**config.mk**
```make
export PLATFORM = sky130hd
export DESIGN_NAME = imem_loader
export DESIGN_NICKNAME = d
export VERILOG_FILES = /design/src/rtl/imem_pkg.sv /design/src/rtl/imem_loader_btn_debounce.sv /design/src/rtl/imem_loader.sv
export SDC_FILE = /design/constraint.sdc
export NUM_CORES = 2
export LEC_CHECK = 0
export CAP_MARGIN = 20
export CORE_ASPECT_RATIO = 0.7
export CORE_MARGIN = 2
export CORE_UTILIZATION = 37
export DETAILED_ROUTE_END_ITERATION = 8
export PLACE_DENSITY = 0.56
export RECOVER_POWER = 100
export SLEW_MARGIN = 20
export SYNTH_ARGS = -nofsm -noshare
export SYNTH_HDL_FRONTEND = slang
export SYNTH_SLANG_ARGS = --single-unit
```
**constraint.sdc**
```tcl
create_clock -name clk -period 6.4 [get_ports clk]
set_clock_uncertainty 0.05 [all_clocks]
set_input_delay 1.6 -clock clk [delete_from_list [all_inputs] [get_ports clk]]
set_output_delay 1.6 -clock clk [all_outputs]
set_load 0.03 [all_outputs]
```
**src/rtl/imem_pkg.sv**
```systemverilog
// Shared state encoding and constants for the instruction-memory loader.
package imem_pkg;

   typedef enum logic [1:0] {
      CLEAR = 2'd0,
      LOAD  = 2'd1,
      RUN   = 2'd2
   } state_e;

   localparam logic [7:0] NOP_INSTR = 8'h00;

endpackage

```
**src/rtl/imem_loader_btn_debounce.sv**
```systemverilog
// Pushbutton conditioner: 2-flop synchronizer, stability counter, and a
// single-clk pulse on each accepted rising level.
module btn_debounce #(
   parameter int unsigned      DEB_W      = 20,
   parameter logic [DEB_W-1:0] DEB_CYCLES = 20'd500000
) (
   input  logic clk,
   input  logic reset,
   input  logic btn_raw,
   output logic pulse
);

   logic             sync1_q, sync2_q;
   logic             level_q, level_d;
   logic [DEB_W-1:0] cnt_q, cnt_d;
   logic             pulse_q, pulse_d;

   // The counter only runs while the synced input disagrees with the accepted
   // level, so any return to the old level restarts the stability window.
   always_comb begin
      cnt_d   = cnt_q;
      level_d = level_q;
      if (sync2_q == level_q) begin
         cnt_d = '0;
      end else if (cnt_q == DEB_CYCLES - DEB_W'(1)) begin
         level_d = sync2_q;
         cnt_d   = '0;
      end else begin
         cnt_d = cnt_q + DEB_W'(1);
      end
      pulse_d = level_d & ~level_q;
   end

   always_ff @(posedge clk or negedge reset) begin
      if (!reset) begin
         sync1_q <= 1'b0;
         sync2_q <= 1'b0;
         level_q <= 1'b0;
         cnt_q   <= '0;
         pulse_q <= 1'b0;
      end else begin
         sync1_q <= btn_raw;
         sync2_q <= sync1_q;
         level_q <= level_d;
         cnt_q   <= cnt_d;
         pulse_q <= pulse_d;
      end
   end

   assign pulse = pulse_q;

endmodule

```
**src/rtl/imem_loader.sv**
```systemverilog
// Instruction RAM with operator load path (switches + write button) and a
// registered fetch port for the core in RUN mode.
module imem_loader
   import imem_pkg::*;
#(
   parameter int unsigned      ADDR_W     = 8,
   parameter logic [19:0]      DEB_CYCLES = 20'd500000,
   parameter int unsigned      DEB_W      = 20
) (
   input  logic              clk,
   input  logic              reset,
   input  logic [7:0]        sw_data,
   input  logic              btn_write,
   input  logic              btn_run,
   input  logic [ADDR_W-1:0] pc,
   output logic [7:0]        instruction,
   output logic              run,
   output logic [ADDR_W:0]   load_count,
   output logic              full,
   output logic [7:0]        last_byte
);

   localparam int unsigned DEPTH = 1 << ADDR_W;

   logic wr_pulse, run_pulse;

   btn_debounce #(.DEB_W(DEB_W), .DEB_CYCLES(DEB_W'(DEB_CYCLES))) u_deb_write (
      .clk(clk), .reset(reset), .btn_raw(btn_write), .pulse(wr_pulse)
   );

   btn_debounce #(.DEB_W(DEB_W), .DEB_CYCLES(DEB_W'(DEB_CYCLES))) u_deb_run (
      .clk(clk), .reset(reset), .btn_raw(btn_run), .pulse(run_pulse)
   );

   state_e            state_q, state_d;
   logic [ADDR_W-1:0] clr_ptr_q, clr_ptr_d;
   logic [ADDR_W:0]   load_count_q, load_count_d;
   logic [7:0]        instr_q, instr_d;
   logic              run_q, run_d;
   logic [7:0]        last_byte_q, last_byte_d;

   logic [7:0]        mem [DEPTH];
   logic              mem_we;
   logic [ADDR_W-1:0] mem_addr;
   logic [7:0]        mem_wdata;
   logic              full_w;

   assign full_w = (load_count_q == (ADDR_W+1)'(DEPTH));

   always_comb begin
      state_d      = state_q;
      clr_ptr_d    = clr_ptr_q;
      load_count_d = load_count_q;
      last_byte_d  = last_byte_q;
      instr_d      = NOP_INSTR;
      mem_we       = 1'b0;
      mem_addr     = clr_ptr_q;
      mem_wdata    = NOP_INSTR;
      case (state_q)
         CLEAR: begin
            mem_we    = 1'b1;
            clr_ptr_d = clr_ptr_q + ADDR_W'(1);
            if (clr_ptr_q == ADDR_W'(DEPTH - 1)) state_d = LOAD;
         end
         LOAD: begin
            // run wins over a coincident write
            if (run_pulse) begin
               state_d = RUN;
            end else if (wr_pulse && !full_w) begin
               mem_we       = 1'b1;
               mem_addr     = load_count_q[ADDR_W-1:0];
               mem_wdata    = sw_data;
               last_byte_d  = sw_data;
               load_count_d = load_count_q + (ADDR_W+1)'(1);
            end
         end
         RUN: begin
            if (run_pulse) begin
               state_d      = LOAD;
               load_count_d = '0;
            end else begin
               instr_d = mem[pc];
            end
         end
         default: state_d = CLEAR;
      endcase
      run_d = (state_d == RUN);
   end

   always_ff @(posedge clk or negedge reset) begin
      if (!reset) begin
         state_q      <= CLEAR;
         clr_ptr_q    <= '0;
         load_count_q <= '0;
         instr_q      <= NOP_INSTR;
         run_q        <= 1'b0;
         last_byte_q  <= NOP_INSTR;
      end else begin
         state_q      <= state_d;
         clr_ptr_q    <= clr_ptr_d;
         load_count_q <= load_count_d;
         instr_q      <= instr_d;
         run_q        <= run_d;
         last_byte_q  <= last_byte_d;
      end
   end

   // RAM has no reset; the CLEAR pass zeroes it after every reset.
   always_ff @(posedge clk) begin
      if (mem_we) mem[mem_addr] <= mem_wdata;
   end

   assign instruction = instr_q;
   assign run         = run_q;
   assign load_count  = load_count_q;
   assign full        = full_w;
   assign last_byte   = last_byte_q;

endmodule

```
# Word-level counts from Yosys, hierarchy flattened
# Memories as Yosys holds them, arrays and structs flattened.
# Index checks and enable logic that the tools add are counted.
# word_totals
input_bits,20
ram_bits,2048
memories,1
wordCells,73
ff_bits,84
# classes
n_mux,29
n_reduce_logical,6
eq_ne,12
add_sub_neg,4
bitwise,5
# memory_table
name,depth,word_bits,rd,rd_ports_with_merged_regs,write_ports,line,source
mem,256,8,1,0,1,imem_loader.sv:42,logic [7:0] mem [DEPTH];
# ops
op,count
$mux W20,4
$mux W8,8
$add A20 B1 Y20 const B,2
$eq A20 B19 Y1 const B,2
$mux W9,3
$pmux W9 S2,1
$add A9 B1 Y9 const B,1
$eq A9 B9 Y1 const B,1
$add A8 B1 Y8 const B,1
$eq A8 B8 Y1 const B,1
$mux W1,8
$mux W2,3
$pmux W2 S3,1
$eq A2 B2 Y1 const B,2
$ne A2 B2 Y1 const B,2
$reduce_and A4 Y1,1
$not A1 Y1,3
$reduce_and A3 Y1,1
$and A1 B1 Y1,2
$eq A1 B1 Y1,2
$eq A2 B1 Y1 const B,1
$logic_not A2 Y1,1
$ne A2 B1 Y1 const B,1
$pmux W1 S2,1
other kinds (3),3

# Depth between registers and ports, before layout
# logic_depth
depth_word,8
mapped_depth,13

# Cells and area by module
# From an unflattened synthesis, not the netlist that was laid out.
# hier_totals
hier_cells,4374
hier_area_um2,84609.9
# modules_own_cells
module,area_each_um2,instances,cells_each
imem_loader,82187.6,1,4147
btn_debounce at u_deb_write,1231.2,1,114
btn_debounce at u_deb_run,1191.1,1,113

# Least setup slack after synthesis
# Ideal clock, no wire load.
# synth_path
path_type,register to register
startpoint,register load_count_q[0] (netlist: load_count[0])
endpoint,"memory mem[0][0], data pin"
stages_incl_launch_ff,8
arrival_ns,5.214
period_less_slack_ns,6.137
setup_ns,0.873
slack_ns,0.263
t_required_ns,5.477
path_cell_list,dfrtp_1 > inv_1 > ha_1 > and2_1 > a311oi_2 > buf_2 > clkbuf_1 > and2_1
# synth_between
elab_chain_cells,6
# synth_lines
item,line,source
"start, declared",imem_loader.sv:37,"logic [ADDR_W:0] load_count_q, load_count_d;"
"start signal, assigned",imem_loader.sv:101,load_count_q <= load_count_d;
$eq A9 B9 Y1,imem_loader.sv:48,assign full_w = (load_count_q == (ADDR_W+1)'(DEPTH));
$logic_not A1 Y1,imem_loader.sv:69,end else if (wr_pulse && !full_w) begin
$logic_and A1 B1 Y1,imem_loader.sv:69,
$mux W8,imem_loader.sv:69,
$mux W8,imem_loader.sv:67,if (run_pulse) begin
$mux W8,imem_loader.sv:59,case (state_q)
net mem_wdata[0],imem_loader.sv:45,logic [7:0] mem_wdata;
"end, declared",imem_loader.sv:42,
# The timed path passes the listed nets, and every way through them passes these cells.

# Worst setup path in the final report
# layout_path
startpoint,register load_count_q[0] (netlist: load_count[0])
endpoint,memory mem[117][6] (enable)
# layout_between
elab_chain_cells,8
word_cells_on_any_way,11
cone_classes,eq/ne: 1; mux: 8; reduce/logical: 2
# layout_lines
item,line,source
$eq A9 B9 Y1,imem_loader.sv:48,
$logic_not A1 Y1,imem_loader.sv:69,
$logic_and A1 B1 Y1,imem_loader.sv:69,
$mux W1,imem_loader.sv:69,
$mux W1,imem_loader.sv:67,
$pmux W1 S2,imem_loader.sv:59,
$mux W1,imem_loader.sv:110,if (mem_we) mem[mem_addr] <= mem_wdata;
$mux W1 (not written as such),imem_loader.sv:110,
# Parallel ways exist; a longest one is shown, timed or not.

==> key figures <==
Status
  – Status: finished with violations
  – Violated checks: max-capacitance violations, max-slew violations

CTS
  – Hold-fix buffers at CTS: 0
  – Number of buffers added by the clock tree synthesis step: 201
  – Number of sinks on the clock net: between 2000 and 2500
  – Clock-pin slew on the worst setup and hold paths: 0.06 ns
  – Maximum number of buffers from clock root to sink: 4
  – TritonCTS clock tree: yes
  – Root cell of the clock tree: sky130_fd_sc_hd__clkbuf_16
  – Cells resized by post-CTS repair: 0
  – Number of buffers inserted by post-CTS setup repair: 0
  – Clock insertion delay at the later pin of the skew report: approximately 0.86 ns
  – # H-tree levels: 4

GRT
  – First-pass GRT wire length: ~350000 µm
  – Largest net degree at the start of global routing: roughly 180
  – Antenna violations before repair: 23
  – Tot GR Track Use: 21.2%
  – Total grt overflow: 0
  – Vias in the first global route: 42600

Synth
  – Synthesis warning total: 0
  – Synthesized Nets: 4376
  – Post-synthesis sequential area ratio: 75.1%
  – Fraction of synthesis flops using an asynchronous set or reset pin: around 4%
  – Number of synthesized flops with an enable pin: roughly 2000
  – Post-synthesis cell type with the largest combined area: sky130_fd_sc_hd__edfxtp_1
  – Top post-synthesis cells by count: 2048 x sky130_fd_sc_hd__edfxtp_1, 383 x sky130_fd_sc_hd__nor2_1, 329 x sky130_fd_sc_hd__mux4_2
  – Leading post-synthesis cells by cell area: sky130_fd_sc_hd__edfxtp_1 73%, sky130_fd_sc_hd__mux4_2 8.8%, sky130_fd_sc_hd__mux2i_1 3.3%, sky130_fd_sc_hd__dfrtp_1 2.5%, sky130_fd_sc_hd__mux4_1 1.7%
  – Mean instance size in the synthesized netlist: 19.5 µm²
  – Most instantiated flip-flop cell in the synthesis netlist: sky130_fd_sc_hd__edfxtp_1
  – Number of flip-flops and latches in the synthesized netlist: approximately 2100
  – Netlist area before placement: between 80000 and 90000 µm²
  – Gate count after technology mapping: approximately 4400
  – Number of distinct standard cells referenced by the synthesized netlist: 75
  – Cell with the most instances after synthesis: sky130_fd_sc_hd__edfxtp_1
  – Top cell type's share of synthesized area: 72.7%

Power
  – P per Cell Area: 293 nW/µm²
  – Post-layout power: 27.8 mW
  – VDD IR-drop max: about 0.23 mV
  – Leak: 33.6 nW

Worst hold path
  – Hold/Removal Path Class: register to register

Placement
  – Weighted congestion at the end of routability-driven global placement: 0.902
  – HPWL Detailed: 162000 µm
  – IO buf count: 46

Setup path
  – Critical path capture point type: register
  – Arrival time worst endpoint: between 6 and 7 ns
  – Required @ worst endpoint: 6.82 ns
  – Crit path launch type: register
  – Critical Setup Path Class: register to register
  – Max FO, Critical Path: 17

Floorplanning
  – Die width: 576 µm
  – Number of placement rows: 146
  – Top Ports: 47
  – Core Footprint: 227000 µm²
  – Starting utilization of the core area: 37.3%
  – DIE AREA: 233000 µm²
  – Vertical die dimension: 404 µm

Job
  – Max-capacitance violation count: 17

Final layout
  – Filler Cells Inserted: 19900
  – Post-layout nets: 4564
  – Share of cells above drive strength 1: 17.7%
  – Area added between synthesis and finish: 12.3%
  – Area of combinational cells with multiple inputs: about 19000 µm²
  – Area used by sequential logic in the layout: 63600 µm²
  – Final core utilization: 41.9%

Drt
  – Per-cell routed wire length: 32.5 µm
  – Total Wirelength: around 250000 µm
  – Detailed Route Iter0 Violations: roughly 6600
  – Drc violations: 0
  – Iteration count of the initial detailed-routing pass: 5
  – Via Count: 45200
  – Routed vias/inst: 5.84
  – Number of nets with antenna violations after detailed routing: 0

STA
  – Headroom to the max-slew limit: -149%
  – Max-slew violation count: 1103
  – Fmax: 175 MHz
  – Worst hold margin: 0.310 ns
  – Setup-failing EPs final: 0
  – Slew at the pin closest to its max-slew limit: 3.74 ns
  – Sum Neg Setup Slack: 0 ns
  – Min Clock Period, post-route: 5.71 ns
  – Hold violation count in the final report: 0
  – Post-route clock period utilization: 89.2%
  – Unrepaired setup endpoints after global routing: no
[layout by cell type (no fill, tap or decap), drive strengths merged, types with 11 or more instances in the layout]
cell              n
xnor2            22
o21ai            66
clkinv           79
a2111oi          16
clkdlybuf4s50    12
nor2            383
mux4            385
dlygate4sd3      29
nand3            59
edfxtp         2048
a211oi           35
nand2b           21
mux2             17
xor2             23
a21oi            71
or3              13
nor4             23
buf             143
nor3             61
nand4            26
nand2           129
o22ai            62
clkbuf          294
a221oi           13
and2             23
inv              19
a31oi            11
a21o             12
bufinv           21
mux2i           276
dfrtp            84
o221ai           83
[area by class of cell]
cell class / instances / share of cell area (%)
flip-flops and latches: 2132 / 66.9
multi-input cells: 1958 / 20.1
clock buffers: 248 / 5.57
well taps: 3034 / 3.99
repair buffers: 230 / 2.16
clock inverters: 112 / 1.16
inverters: 16 / 0.0697
diodes: 3 / 0.00790
[registers in the layout, summed over array words and instances, names as in the netlist]
register	flops
mem	2048
u_deb_run.cnt_q	20
u_deb_write.cnt_q	20
load_count	9
clr_ptr_q	8
instruction	8
last_byte	8
state_q	2
run	1
u_deb_run.level_q	1
u_deb_run.pulse	1
u_deb_run.sync1_q	1
u_deb_run.sync2_q	1
u_deb_write.level_q	1
u_deb_write.pulse	1
u_deb_write.sync1_q	1
u_deb_write.sync2_q	1
[layer usage]
metal	vias to the layer above	GRT usage, %	routed length (µm)
li1	18200	-	-
met2	2568	28.0	101000
met3	301	7.12	31500
met1	24100	33.4	114000
met5	-	0	43
met4	6	4.16	4470
[final timing paths]
path	start	endpoint	depth (start not counted)	slack, ns
worst max-delay path	load_count[0]	mem[117][6]	10	0.69
worst min-delay path	u_deb_write.sync1_q	u_deb_write.sync2_q	0	0.31
max in group asynchronous	reset	instruction[5]	2	2.46
min in group asynchronous	reset	last_byte[2]	1	1.44
worst min register to register	u_deb_write.sync1_q	u_deb_write.sync2_q	0	0.31
worst max register to register	load_count[0]	mem[117][6]	10	0.69
[power by group]
part / internal [mW] / switching (mW)
logic: 0.251 / 0.539
clock network: 6.72 / 5.25
registers: 15.1 / 0.00382
[critical path: stages, from the launching register on]
cell                       delay [ns]
sky130_fd_sc_hd__dfrtp_1         0.45
sky130_fd_sc_hd__inv_1           0.14
sky130_fd_sc_hd__ha_1            0.21
sky130_fd_sc_hd__and2_0          0.22
sky130_fd_sc_hd__a311oi_4        0.65
sky130_fd_sc_hd__clkbuf_1        0.54
sky130_fd_sc_hd__nor3b_1         0.19
sky130_fd_sc_hd__o21ai_0         1.47
sky130_fd_sc_hd__nand2b_1        0.23
sky130_fd_sc_hd__clkbuf_2        0.70
sky130_fd_sc_hd__nor2_1          0.45
[cell families after synthesis]
logic type | share of synthesized area (%)
buf+inv | 2.36
fa+ha+maj | 0.0739
simple gates | 4.30
flops | 75.1
mux | 14.0
xor+xnor | 0.466
compound gates | 3.67
[per-stage QoR]
step	cell area, µm²	setup WS (ns)	std cells
floorplan	84600	0.263	4351
global placement	88800	0.576	7367
detailed placement	88800	0.794	7369
CTS	95200	1.50	7729
global route	95100	0.631	7730
finish	95100	0.688	7733
(Power assumes the default switching activity.)
